File: config.mk
export PLATFORM = sky130hd
export DESIGN_NAME = data_cache_ctrl_flat
export DESIGN_NICKNAME = d
export VERILOG_FILES = /design/src/rtl/data_cache_ctrl_if.sv /design/src/rtl/data_cache_ctrl.sv /design/src/flat_wrapper.sv
export SDC_FILE = /design/constraint.sdc
export NUM_CORES = 2
export LEC_CHECK = 0
export BUFFER_PORTS_ARGS = -buffer_cell sky130_fd_sc_hd__buf_2
export CAP_MARGIN = 15
export CORE_MARGIN = 1
export CORE_UTILIZATION = 59
export CTS_BUF_LIST = sky130_fd_sc_hd__clkbuf_8
export CTS_CLUSTER_DIAMETER = 100
export DETAILED_ROUTE_END_ITERATION = 16
export PLACE_DENSITY = 0.83
export SLEW_MARGIN = 5
export SYNTH_ARGS = -nofsm -noshare
export SYNTH_HDL_FRONTEND = slang
export SYNTH_SLANG_ARGS = --single-unit
File: constraint.sdc
create_clock -name CLK -period 6.55 [get_ports CLK]
set_clock_uncertainty 0.15 [all_clocks]
set_input_delay 0.9825 -clock CLK [delete_from_list [all_inputs] [get_ports CLK]]
set_output_delay 0.9825 -clock CLK [all_outputs]
set_load 0.1 [all_outputs]
File: src/rtl/data_cache_ctrl_if.sv
// Core and memory-side bus bundle for the L1 data cache controller.
// The slave modport is the cache's view; master is the core/memory side.
interface data_cache_ctrl_if #(
   parameter int ADDR_WIDTH = 32,
   parameter int DATA_WIDTH = 32
);
   logic                  MemRead;
   logic                  MemWrite;
   logic [ADDR_WIDTH-1:0] Addr;
   logic [DATA_WIDTH-1:0] WriteData;
   logic [DATA_WIDTH-1:0] ReadData;
   logic                  Stall;
   logic                  mem_req;
   logic                  mem_we;
   logic [ADDR_WIDTH-1:0] mem_addr;
   logic [DATA_WIDTH-1:0] mem_wdata;
   logic                  mem_ready;
   logic [DATA_WIDTH-1:0] mem_rdata;

   modport slave (
      input  MemRead, MemWrite, Addr, WriteData,
      input  mem_ready, mem_rdata,
      output ReadData, Stall,
      output mem_req, mem_we, mem_addr, mem_wdata
   );

   modport master (
      output MemRead, MemWrite, Addr, WriteData,
      output mem_ready, mem_rdata,
      input  ReadData, Stall,
      input  mem_req, mem_we, mem_addr, mem_wdata
   );
endinterface

File: src/rtl/data_cache_ctrl.sv
// Direct-mapped, write-through, no-write-allocate L1 data cache controller.
// Optional hit/miss counters are enabled by defining CACHE_STATS_EN.
module data_cache_ctrl #(
   parameter int ADDR_WIDTH = 32,
   parameter int DATA_WIDTH = 32,
   parameter int IDX_BITS   = 5
) (
   input  logic CLK,
   input  logic RST,
   data_cache_ctrl_if.slave bus
`ifdef CACHE_STATS_EN
   ,
   output logic [15:0] hit_cnt,
   output logic [15:0] miss_cnt
`endif
);

   localparam int NUM_LINES = 2 ** IDX_BITS;
   localparam int TAG_BITS  = ADDR_WIDTH - IDX_BITS - 2;

   typedef enum logic [1:0] {
      IDLE,
      RD_MISS,
      WR_THRU,
      DONE
   } state_t;

   state_t state, state_nx;

   logic [NUM_LINES-1:0]  valid;
   logic [TAG_BITS-1:0]   tag_ram  [NUM_LINES];
   logic [DATA_WIDTH-1:0] data_ram [NUM_LINES];
   logic [DATA_WIDTH-1:0] rd_buf;

   logic [IDX_BITS-1:0] idx;
   logic [TAG_BITS-1:0] tag;
   logic [IDX_BITS-1:0] mem_idx;
   logic [TAG_BITS-1:0] mem_tag;
   logic                hit;
   logic                mem_hit;
   logic                in_mem;
   logic                unused_bits;

   assign idx     = bus.Addr[IDX_BITS+1:2];
   assign tag     = bus.Addr[ADDR_WIDTH-1:IDX_BITS+2];
   assign mem_idx = bus.mem_addr[IDX_BITS+1:2];
   assign mem_tag = bus.mem_addr[ADDR_WIDTH-1:IDX_BITS+2];
   assign hit     = valid[idx] && (tag_ram[idx] == tag);
   assign mem_hit = valid[mem_idx] && (tag_ram[mem_idx] == mem_tag);
   assign in_mem  = (state == RD_MISS) || (state == WR_THRU);

   assign unused_bits = ^{bus.Addr[1:0], bus.mem_addr[1:0]};

   always_comb begin
      state_nx     = state;
      bus.Stall    = 1'b0;
      bus.ReadData = '0;
      unique case (state)
         IDLE: begin
            if (bus.MemWrite) begin
               state_nx  = WR_THRU;
               bus.Stall = 1'b1;
            end else if (bus.MemRead) begin
               if (hit) begin
                  bus.ReadData = data_ram[idx];
               end else begin
                  state_nx  = RD_MISS;
                  bus.Stall = 1'b1;
               end
            end
         end
         RD_MISS, WR_THRU: begin
            bus.Stall = 1'b1;
            if (bus.mem_ready) state_nx = DONE;
         end
         DONE: begin
            state_nx = IDLE;
            if (bus.MemRead && !bus.mem_we) bus.ReadData = rd_buf;
         end
         default: state_nx = IDLE;
      endcase
      // Reset dominates so the core is never frozen while it is held in reset
      if (RST) begin
         bus.Stall    = 1'b0;
         bus.ReadData = '0;
      end
   end

   always_ff @(posedge CLK) begin
      if (RST) begin
         state         <= IDLE;
         valid         <= '0;
         bus.mem_req   <= 1'b0;
         bus.mem_we    <= 1'b0;
         bus.mem_addr  <= '0;
         bus.mem_wdata <= '0;
         rd_buf        <= '0;
      end else begin
         state <= state_nx;
         // Request fields are captured once on entry and held until ready
         if (state == IDLE && state_nx != IDLE) begin
            bus.mem_req   <= 1'b1;
            bus.mem_we    <= bus.MemWrite;
            bus.mem_addr  <= {bus.Addr[ADDR_WIDTH-1:2], 2'b00};
            bus.mem_wdata <= bus.WriteData;
         end
         if (in_mem && bus.mem_ready) bus.mem_req <= 1'b0;
         if (state == RD_MISS && bus.mem_ready) begin
            valid[mem_idx] <= 1'b1;
            rd_buf         <= bus.mem_rdata;
         end
      end
   end

   always_ff @(posedge CLK) begin
      if (!RST && bus.mem_ready) begin
         if (state == RD_MISS) begin
            data_ram[mem_idx] <= bus.mem_rdata;
            tag_ram[mem_idx]  <= mem_tag;
         end else if (state == WR_THRU && mem_hit) begin
            data_ram[mem_idx] <= bus.mem_wdata;
         end
      end
   end

`ifdef CACHE_STATS_EN
   always_ff @(posedge CLK) begin
      if (RST) begin
         hit_cnt  <= '0;
         miss_cnt <= '0;
      end else if (state == IDLE && bus.MemRead && !bus.MemWrite) begin
         if (hit) begin
            if (hit_cnt != 16'hFFFF) hit_cnt <= hit_cnt + 16'd1;
         end else begin
            if (miss_cnt != 16'hFFFF) miss_cnt <= miss_cnt + 16'd1;
         end
      end
   end
`endif

endmodule

File: src/flat_wrapper.sv
// flat-port wrapper written by rule: the top's interface ports become plain ports
module data_cache_ctrl_flat 
#(
   parameter int ADDR_WIDTH = 32,
   parameter int DATA_WIDTH = 32,
   parameter int IDX_BITS   = 5
)
  (CLK, RST, bus_MemRead, bus_MemWrite, bus_Addr, bus_WriteData, bus_mem_ready, bus_mem_rdata, bus_ReadData, bus_Stall, bus_mem_req, bus_mem_we, bus_mem_addr, bus_mem_wdata);
  data_cache_ctrl_if #(.ADDR_WIDTH(ADDR_WIDTH), .DATA_WIDTH(DATA_WIDTH)) bus_i ();
  input  logic CLK;
  input  logic RST;
  input wire logic [$bits(bus_i.MemRead)-1:0] bus_MemRead;
  input wire logic [$bits(bus_i.MemWrite)-1:0] bus_MemWrite;
  input wire logic [$bits(bus_i.Addr)-1:0] bus_Addr;
  input wire logic [$bits(bus_i.WriteData)-1:0] bus_WriteData;
  input wire logic [$bits(bus_i.mem_ready)-1:0] bus_mem_ready;
  input wire logic [$bits(bus_i.mem_rdata)-1:0] bus_mem_rdata;
  output wire logic [$bits(bus_i.ReadData)-1:0] bus_ReadData;
  output wire logic [$bits(bus_i.Stall)-1:0] bus_Stall;
  output wire logic [$bits(bus_i.mem_req)-1:0] bus_mem_req;
  output wire logic [$bits(bus_i.mem_we)-1:0] bus_mem_we;
  output wire logic [$bits(bus_i.mem_addr)-1:0] bus_mem_addr;
  output wire logic [$bits(bus_i.mem_wdata)-1:0] bus_mem_wdata;
  assign bus_i.MemRead = bus_MemRead;
  assign bus_i.MemWrite = bus_MemWrite;
  assign bus_i.Addr = bus_Addr;
  assign bus_i.WriteData = bus_WriteData;
  assign bus_i.mem_ready = bus_mem_ready;
  assign bus_i.mem_rdata = bus_mem_rdata;
  assign bus_ReadData = bus_i.ReadData;
  assign bus_Stall = bus_i.Stall;
  assign bus_mem_req = bus_i.mem_req;
  assign bus_mem_we = bus_i.mem_we;
  assign bus_mem_addr = bus_i.mem_addr;
  assign bus_mem_wdata = bus_i.mem_wdata;
  data_cache_ctrl #(.ADDR_WIDTH(ADDR_WIDTH), .DATA_WIDTH(DATA_WIDTH), .IDX_BITS(IDX_BITS)) u_core (.CLK(CLK), .RST(RST), .bus(bus_i));
endmodule
==> reports/qor.csv <==
metric,value,unit
cp_num_buf_inv,4,
timing.final.hold_violations,0,
max_freq,0.158,GHz
whs,0.0697,ns
grt_pass1_vias,48000,
fp.dieH,377,µm
rows,137,
p_leak,30.5,nW
drt-total-wl,231000,µm
synth_top_cell_area_share,66.1,%
syn_to_final_growth,13.5,%
synth_seq_area_share,69.3,%
gp_congestion,0.890,
nets,4618,
path_delay_family,compound AO/OA/AOI/OAI gates,
multiInputGateArea,24500,µm²
drive_above_1_share,35.1,%
grt_setup_unrepaired,false,
port_buffers,195,
hold_path_depth,3,
ys_seq_elements,1959,
tightest_slew,1.20,ns
crit_required,5.42,ns
clk_latency,1.05,ns
finalMaxSlewViolations,0,
min_to,u_core.bus.mem_wdata[31]$_SDFFE_PP0P_,
crit_path_end_kind,output port,
cts_max_level,5,
postCtsSetupRepairBufs,0,
outcome,"complete, no violations",
numCtsBuffers,319,
path_clk_slew,0.06,ns
drc_errors,0,
cts_tree,built,
die_w,377,µm
die_area,142000,µm²
clock-sinks,1959,
max-slew-margin-rel,19.9,%
worstHoldStart,bus_WriteData[31],
fillerInstances,8274,
crit_type,in2out,
critPathLaunchType,input pin,
drt-initial-drc-count,7167,
power_density,288,nW/µm²
synth_flop_cell,edfxtp_1,
setup_viol_count_final,0,
synth_area_leaders,"edfxtp_1, mux4_2, dfxtp_1",
fin_setup_tns,0,ns
rr_endpoint,u_core.data_ram[0][7]$_DFFE_PP_,
vias,46800,
dp_hpwl,131000,µm
r2r_cells,10,
ctsLongestPathBuffers,4,
grt_overflow,0,
grt_pass1_wl,327000,µm
hp-class,in2reg,
critPathArrivalTime,5.20,ns
synthArstFlopShare,0,%
synth.most_common_cell,edfxtp_1,
power,27.1,mW
maxCapViolCount,0,
yosysTopAreaCell,edfxtp_1,
seq_area,57500,µm²
routed_via_density,7.06,
grt_start_max_net_pins,161,
cts_resized,0,
cpMaxStageDelayCell,buf_8,
finalCritPeriodShare,96.7,%
synthTopCellsByCount,"edfxtp_1, mux4_2, mux2i_1",
cts_root_buffer,clkbuf_8,
ys_types,62,
netlist_instances,4049,
synth_area,82900,µm²
ys_warn_count,0,
drtPass1Iterations,7,
synth_edf_count,1824,
crit_fanout,53,
avgRoutedWirePerCell,34.8,µm
avgSynthCellArea,20.5,µm²
core-area,140000,µm²
crit_top_cell,buf_12,
fin_crit,6.33,ns
grt_util_all_layers,32.8,%
r2r_setup_slack,0.77,ns
antenna_found_initial,3,
crit_chain,buf_8 -> buf_12 -> mux4_2 -> mux2i_1 -> a32oi_1 -> a21oi_1 -> o22ai_1 -> a2111oi_0 -> nand4_1 -> buf_12 -> nor3_1 -> o21a_1 -> buf_12,
start_util,59.4,%
peakVddDrop,0.253,mV
io_pins,200,
max_stage_delay,0.52,ns
ant_nets,0,
per-layer routing:
layer / track usage, % / routed length, µm
met1: 41.4 / 74600
met2: 52.1 / 112000
met3: 8.72 / 30400
met4: 18.1 / 13600
met5: 0 / 0
state kept, by name (all words and copies together) (netlist names), named ones only:
name,flops
u_core.bus.mem_req,1
u_core.state,2
u_core.data_ram,1024
u_core.bus.mem_addr,30
u_core.tag_ram,800
u_core.valid,32
u_core.bus.mem_wdata,32
u_core.bus.mem_we,1
u_core.rd_buf,32
logic make-up (layout without fill, tap and decap cells):
family,count (synthesis),count (layout),synth area share (%)
compound gates,236,236,1.94
xor+xnor,39,39,0.412
fa+ha+maj,5,5,0.0754
buf+inv,321,1021,1.69
flops,1959,1959,69.3
mux,988,988,23.4
other cells,1,6,0.00452
simple gates,500,500,3.17
per-stage QoR:
step | instance area (µm²) | worst slack [ns] | util (%) | std cells
after floorplan | 82900 | 0.325 | - | 4050
after global placement | 88200 | 0.398 | 63.2 | 6046
after detailed placement | 88200 | 0.373 | 63.2 | 6046
after CTS | 94100 | 0.370 | 67.5 | 6626
after global routing | 94200 | 0.212 | 67.5 | 6627
final | 94200 | 0.219 | 67.5 | 6630
cells in the final DEF, fill, tap and decap left out, types with 36 or more instances in the layout:
cell and n:
a21oi_1 51, and2_1 36, buf_12 84, buf_2 158, buf_4 153, clkbuf_8 334
clkinv_1 60, clkinv_2 40, dfxtp_1 130, edfxtp_1 1824, inv_1 150, mux2i_1 197
mux4_2 757, nand2_1 121, nand2b_1 126, nor2_4 58, o22ai_1 63
cell type report:
| cell class | count | area share, % |
|---|---|---|
| clock inverters | 225 | 1.18 |
| well taps | 1876 | 2.49 |
| repair buffers | 420 | 4.13 |
| multi-input cells | 1770 | 26.1 |
| inverters | 42 | 0.174 |
| clock buffers | 334 | 4.88 |
| flip-flops and latches | 1959 | 61.1 |
| diodes | 4 | 0.0106 |
tightest hold or removal path, stage by stage:
cell,delay [ns]
buf_2,0.10
nand2b_1,0.06
mux2i_1,0.06
power by group:
part	total, mW	internal, mW	switching, mW
Clock	9.77	4.98	4.78
Combinational	3.24	1.23	2.01
Sequential	14.1	13.9	0.188
how the worst max path moves through the flow:
stage / depth (start not counted) / from / slack, ns / end
floorplan: 10 / u_core.bus.mem_addr[2]$_SDFFE_PP0P_ / 0.33 / u_core.data_ram[15][0]$_DFFE_PP_
CTS: 13 / bus_Addr[2] / 0.37 / bus_ReadData[1]
detailed placement: 13 / bus_Addr[2] / 0.37 / bus_ReadData[1]
global placement: 10 / bus_Addr[3] / 0.40 / bus_ReadData[30]
global route: 13 / bus_Addr[2] / 0.21 / bus_ReadData[1]
finish: 13 / bus_Addr[2] / 0.22 / bus_ReadData[1]
what timing repair did:
action                                  in CTS  in global routing
hold buffers                                21                  0
endpoints found under the setup margin       0                  0
endpoints found under the hold margin       21                  0
(Power assumes the default switching activity.)
